==> config.mk <==
export PLATFORM = sky130hd
export DESIGN_NAME = jt51_op_wrseq
export DESIGN_NICKNAME = d
export VERILOG_FILES = /design/src/rtl/jt51_op_wrseq.sv
export SDC_FILE = /design/constraint.sdc
export NUM_CORES = 1
export LEC_CHECK = 0
export CAP_MARGIN = 30
export CORE_UTILIZATION = 45
export DETAILED_ROUTE_END_ITERATION = 16
export PLACE_DENSITY = 0.71
export SLEW_MARGIN = 20
export SYNTH_ARGS = -nofsm -noshare
export SYNTH_HDL_FRONTEND = slang
export SYNTH_SLANG_ARGS = --single-unit
==> constraint.sdc <==
create_clock -name clk -period 2 [get_ports clk]
set_input_delay 0.4 -clock clk [delete_from_list [all_inputs] [get_ports clk]]
set_output_delay 0.4 -clock clk [all_outputs]
set_load 0.02 [all_outputs]
==> src/rtl/jt51_op_wrseq.sv <==
// Operator register write sequencer: holds a CPU operator write until the slot rotation reaches
// its target slot, then strobes the CSR stage for one cen cycle. Optional macro JT51_OPWR_QUEUE_EN.
module jt51_op_wrseq #(
    parameter int unsigned SLOTS = 32
) (
    input  logic       clk,
    input  logic       rst_n,
    input  logic       cen,
    input  logic       cpu_wr,
    input  logic       a0,
    input  logic [7:0] cpu_din,
    input  logic       clr_ovr,
    output logic [4:0] cur_op,
    output logic [7:0] din,
    output logic       up_dt1_op,
    output logic       up_mul_op,
    output logic       up_tl_op,
    output logic       up_ks_op,
    output logic       up_amsen_op,
    output logic       up_dt2_op,
    output logic       up_d1l_op,
    output logic       up_ar_op,
    output logic       up_d1r_op,
    output logic       up_d2r_op,
    output logic       up_rr_op,
    output logic       busy,
    output logic       overrun
);

    typedef enum logic {StIdle, StArmed} state_e;

    state_e     state_q, state_d;
    logic [4:0] cur_op_q, cur_op_d;
    logic [7:0] addr_q, addr_d;
    logic [7:0] data_q, data_d;
    logic [2:0] grp_q, grp_d;
    logic [4:0] tgt_q, tgt_d;
    logic [7:0] din_q;
    logic       overrun_q, overrun_d;
    logic       ovr_set;
    logic       wr_op;
    logic       fire;

`ifdef JT51_OPWR_QUEUE_EN
    logic       pend_vld_q, pend_vld_d;
    logic [2:0] pend_grp_q, pend_grp_d;
    logic [4:0] pend_tgt_q, pend_tgt_d;
    logic [7:0] pend_data_q, pend_data_d;
`endif

    assign wr_op  = cpu_wr && a0 && (addr_q >= 8'h40);
    assign fire   = (state_q == StArmed) && cen && (cur_op_q == tgt_q);
    assign cur_op = cur_op_q;
    assign busy   = (state_q == StArmed);
    assign din    = fire ? data_q : din_q;
    assign overrun = overrun_q;

    always_comb begin
        cur_op_d = cur_op_q;
        if (cen) begin
            cur_op_d = (cur_op_q == 5'(SLOTS - 1)) ? 5'd0 : cur_op_q + 5'd1;
        end
        addr_d = (cpu_wr && !a0) ? cpu_din : addr_q;
    end

    always_comb begin
        state_d = state_q;
        data_d  = data_q;
        grp_d   = grp_q;
        tgt_d   = tgt_q;
        ovr_set = 1'b0;
`ifdef JT51_OPWR_QUEUE_EN
        pend_vld_d  = pend_vld_q;
        pend_grp_d  = pend_grp_q;
        pend_tgt_d  = pend_tgt_q;
        pend_data_d = pend_data_q;
`endif
        unique case (state_q)
            StIdle: begin
                if (wr_op) begin
                    data_d  = cpu_din;
                    grp_d   = addr_q[7:5];
                    tgt_d   = addr_q[4:0];
                    state_d = StArmed;
                end
            end
            StArmed: begin
`ifdef JT51_OPWR_QUEUE_EN
                if (fire) begin
                    if (pend_vld_q) begin
                        data_d     = pend_data_q;
                        grp_d      = pend_grp_q;
                        tgt_d      = pend_tgt_q;
                        pend_vld_d = 1'b0;
                        ovr_set    = wr_op;
                    end else if (wr_op) begin
                        // Empty buffer at the fire edge: the new write becomes active directly.
                        data_d = cpu_din;
                        grp_d  = addr_q[7:5];
                        tgt_d  = addr_q[4:0];
                    end else begin
                        state_d = StIdle;
                    end
                end else if (wr_op) begin
                    if (pend_vld_q) begin
                        ovr_set = 1'b1;
                    end else begin
                        pend_vld_d  = 1'b1;
                        pend_data_d = cpu_din;
                        pend_grp_d  = addr_q[7:5];
                        pend_tgt_d  = addr_q[4:0];
                    end
                end
`else
                ovr_set = wr_op;
                if (fire) begin
                    state_d = StIdle;
                end
`endif
            end
            default: state_d = StIdle;
        endcase
        overrun_d = ovr_set ? 1'b1 : (clr_ovr ? 1'b0 : overrun_q);
    end

    always_comb begin
        up_dt1_op   = 1'b0;
        up_mul_op   = 1'b0;
        up_tl_op    = 1'b0;
        up_ks_op    = 1'b0;
        up_amsen_op = 1'b0;
        up_dt2_op   = 1'b0;
        up_d1l_op   = 1'b0;
        up_ar_op    = 1'b0;
        up_d1r_op   = 1'b0;
        up_d2r_op   = 1'b0;
        up_rr_op    = 1'b0;
        if (fire) begin
            case (grp_q)
                3'd2: begin up_dt1_op   = 1'b1; up_mul_op = 1'b1; end
                3'd3: begin up_tl_op    = 1'b1;                   end
                3'd4: begin up_ks_op    = 1'b1; up_ar_op  = 1'b1; end
                3'd5: begin up_amsen_op = 1'b1; up_d1r_op = 1'b1; end
                3'd6: begin up_dt2_op   = 1'b1; up_d2r_op = 1'b1; end
                3'd7: begin up_d1l_op   = 1'b1; up_rr_op  = 1'b1; end
                default: ;
            endcase
        end
    end

    always_ff @(posedge clk) begin
        if (!rst_n) begin
            state_q   <= StIdle;
            cur_op_q  <= 5'd0;
            addr_q    <= 8'd0;
            data_q    <= 8'd0;
            grp_q     <= 3'd0;
            tgt_q     <= 5'd0;
            din_q     <= 8'd0;
            overrun_q <= 1'b0;
`ifdef JT51_OPWR_QUEUE_EN
            pend_vld_q  <= 1'b0;
            pend_grp_q  <= 3'd0;
            pend_tgt_q  <= 5'd0;
            pend_data_q <= 8'd0;
`endif
        end else begin
            state_q   <= state_d;
            cur_op_q  <= cur_op_d;
            addr_q    <= addr_d;
            data_q    <= data_d;
            grp_q     <= grp_d;
            tgt_q     <= tgt_d;
            din_q     <= din;
            overrun_q <= overrun_d;
`ifdef JT51_OPWR_QUEUE_EN
            pend_vld_q  <= pend_vld_d;
            pend_grp_q  <= pend_grp_d;
            pend_tgt_q  <= pend_tgt_d;
            pend_data_q <= pend_data_d;
`endif
        end
    end

endmodule

==> flow_summary.yaml <==
final_layout:
  fillers: 299
  layout-drive-gt1-share_pct: 27.3
  antenna_cells: 0
  final_cell_count_no_fill: 293
  area_growth_pct: 36.8
  nNetsFinal: 260
  final_util_pct: 66.7
detailed_routing:
  ant_nets: 0
  vias_per_cell: 5.17
  route.detailed.drc: 0
  wl_per_cell_um: 13.6
  routed_wl_mm: 3.98
  drt_pass1_iterations: 4
  route.vias.total: 1515
  first_iter_violations: 33
synthesis:
  synth.distinct_cells: 32
  yosys_warnings: 0
  syn_area_mm2: 0.00185
  synth-seq-cells: 39
  synthMostInstantiatedCell: "nand2_1"
  synth-edff-count: 0
  synth-main-ff-cell: "dfxtp_1"
  synth_area_per_cell_um2: 9.50
  synth_cells: 195
  synthTopCellsByArea: "dfxtp_1 (42%), mux2i_1 (10%), nand2_1 (10%)"
  synth_common_cells: "nand2_1 (50), dfxtp_1 (39), mux2i_1 (19), a21boi_0 (15), nor2b_1 (13)"
  synth_top_area_cell: "dfxtp_1"
  synth_seq_area_share_pct: 42.2
  yosysTopAreaCellShare_pct: 42.2
  synth_nets: 211
  async_reset_ff_share_pct: 0
timing:
  relSlewSlack_pct: 78.2
  setup_violations: 18
  tightestPinTransition_ns: 0.327
  final_hold_viol_count: 0
  rsz0062_at_grt: "true"
  drv_slew: 0
  setup_ws_ns: -0.142
  min_period_ns: 2.14
  fin_skew_ns: 0.00556
  fmax_mhz: 467
  period_share_pct: 107
  holdWs_ns: 0.464
setup_path:
  r2r-start: "cur_op[0]"
  cp_slowest_cell: "dfxtp_1"
  r2r_cells: 8
  ff2ff_setup_slack_ns: 0.33
  crit_family: "flip-flops"
  start_kind: "register"
  path_cells: "xnor2_2 > nand3_2 > nor2_4 > clkbuf_16 > mux2_4 > buf_6"
  worstSetupPathType: "reg -> out"
  cp.buffers_inverters: 2
  timing.rr.end: "cur_op[2]"
  end_kind: "primary output"
  cp_max_fo: 5
  arrival_ns: 1.74
  critPathMaxStageDelay_ns: 0.33
  required_ns: 1.60
hold_path:
  holdPathEnd: "din_q[7]"
  holdCritPathClass: "reg -> reg"
  hold_start: "din_q[7]"
  hold_depth: 2
grt:
  grt_pass1_wl_mm: 6.67
  grt_pass1_vias: 1440
  grtUsageTotal_pct: 20.6
  antenna_found_initial: 0
  grt-ovfl-total: 0
  grt_start_max_net_pins: 49
cts:
  clock_sinks: 39
  holdBufCountCts: 0
  cts_buffers: 5
  htreeDepth: 2
  tritoncts: "built"
  cts-root-buf: "clkbuf_8"
  clockBufferDepth: 2
  clk_latency_ns: 0.29
  clk_pin_slew_ns: 0.07
power:
  total_power_uw: 1530
  ir_drop_mv: 0.407
  power_density_mw_per_mm2: 606
  power.static_leakage_uw: 0.000972
placed_design:
  dpl.hpwl_mm: 2.55
  dp.cells: 281
  portBuffers: 39
  routabilityCongestion: 0.714
  pre_cts_ws_ns: -0.591
floorplanning:
  dieWidth_um: 66.2
  die_h_um: 66.2
  rows: 22
  die_area_mm2: 0.00438
  start_util_pct: 48.7
  coreArea_mm2: 0.00380
  pin_count: 40
outcome:
  violations: "setup timing"
  status: "finished with violations"
run:
  drv_cap: 0
## timing repair
action | 4_1_cts | 5_1_grt
cloned | 2 | 0
resized for setup | 118 | 5
pin swaps | 4 | 1
endpoints found under the setup margin | 19 | 19
buffers inserted | 2 | 1
## layout by cell type, fill, tap and decap left out, types with 2 or more instances in the layout
cell and count:
dfxtp_2 6, ha_1 2, mux2_4 8, buf_4 19, and3_1 2, clkdlybuf4s50_1 19
dfxtp_1 33, a21boi_1 2, xnor2_2 2, and4b_1 3, nand2b_1 2, xnor2_1 3
a21boi_0 15, mux2i_1 19, clkbuf_8 7, o21ai_0 3, nand2_1 50, nor2b_1 13
and4bb_1 2, buf_6 17, buf_12 2
## sequential cells by signal, summed over array words and instances (netlist names)
| signal | count |
|---|---|
| addr_q | 8 |
| busy | 1 |
| cur_op | 5 |
| data_q | 8 |
| din_q | 8 |
| grp_q | 3 |
| overrun | 1 |
| tgt_q | 5 |
## worst max-delay path by stage
| stage | start | endpoint | slack (ns) | depth (start not counted) |
|---|---|---|---|---|
| floorplan | cur_op[0] | up_ks_op | 0.04 | 6 |
| global placement | cen | din[0] | -0.57 | 6 |
| detailed placement | cen | din[0] | -0.59 | 6 |
| CTS | cur_op[2] | up_ar_op | -0.20 | 7 |
| global route | cur_op[4] | din[6] | -0.22 | 6 |
| finish | tgt_q[1] | din[6] | -0.14 | 6 |
## layout make-up
class,instances,area [µm²],share of cell area (%)
flip-flops and latches,39,788,31.1
clock buffers,8,100,3.95
repair buffers,59,598,23.6
well taps,48,60.1,2.37
multi-input cells,139,986,38.9
## worst min-delay path, stage by stage (launching register included)
cell and delay (ns):
dfxtp_1 0.31, nand2_1 0.05, mux2i_1 0.05
## per-stage QoR
step | instance area (µm²) | setup TNS, ns
5_1_grt | 2530 | -3.39
3_3_place_gp | 2340 | -10.11
6_report | 2530 | -1.76
3_5_place_dp | 2340 | -10.59
4_1_cts | 2540 | -2.80
2_1_floorplan | 1860 | 0
## power breakdown
group,switching (µW),internal (µW)
clock network,262,315
registers,13.1,794
logic,67.4,82.7
total,343,1190
## routing by layer
layer / wire, µm / track usage [%]
met1: 1790 / 25.0
met2: 1960 / 34.8
met3: 153 / 3.62
met4: 75 / 10.4
met5: 0 / 0
## logic make-up (layout without fill, tap and decap cells)
logic type / after synthesis / count (layout) / synth area share (%)
buf+inv: 17 / 67 / 6.28
compound gates: 24 / 24 / 9.53
fa+ha+maj: 2 / 2 / 1.35
mux: 27 / 27 / 16.1
xor+xnor: 5 / 5 / 2.36
simple gates: 81 / 81 / 22.2
flops: 39 / 39 / 42.2
Power figures use the tool's default switching activity.
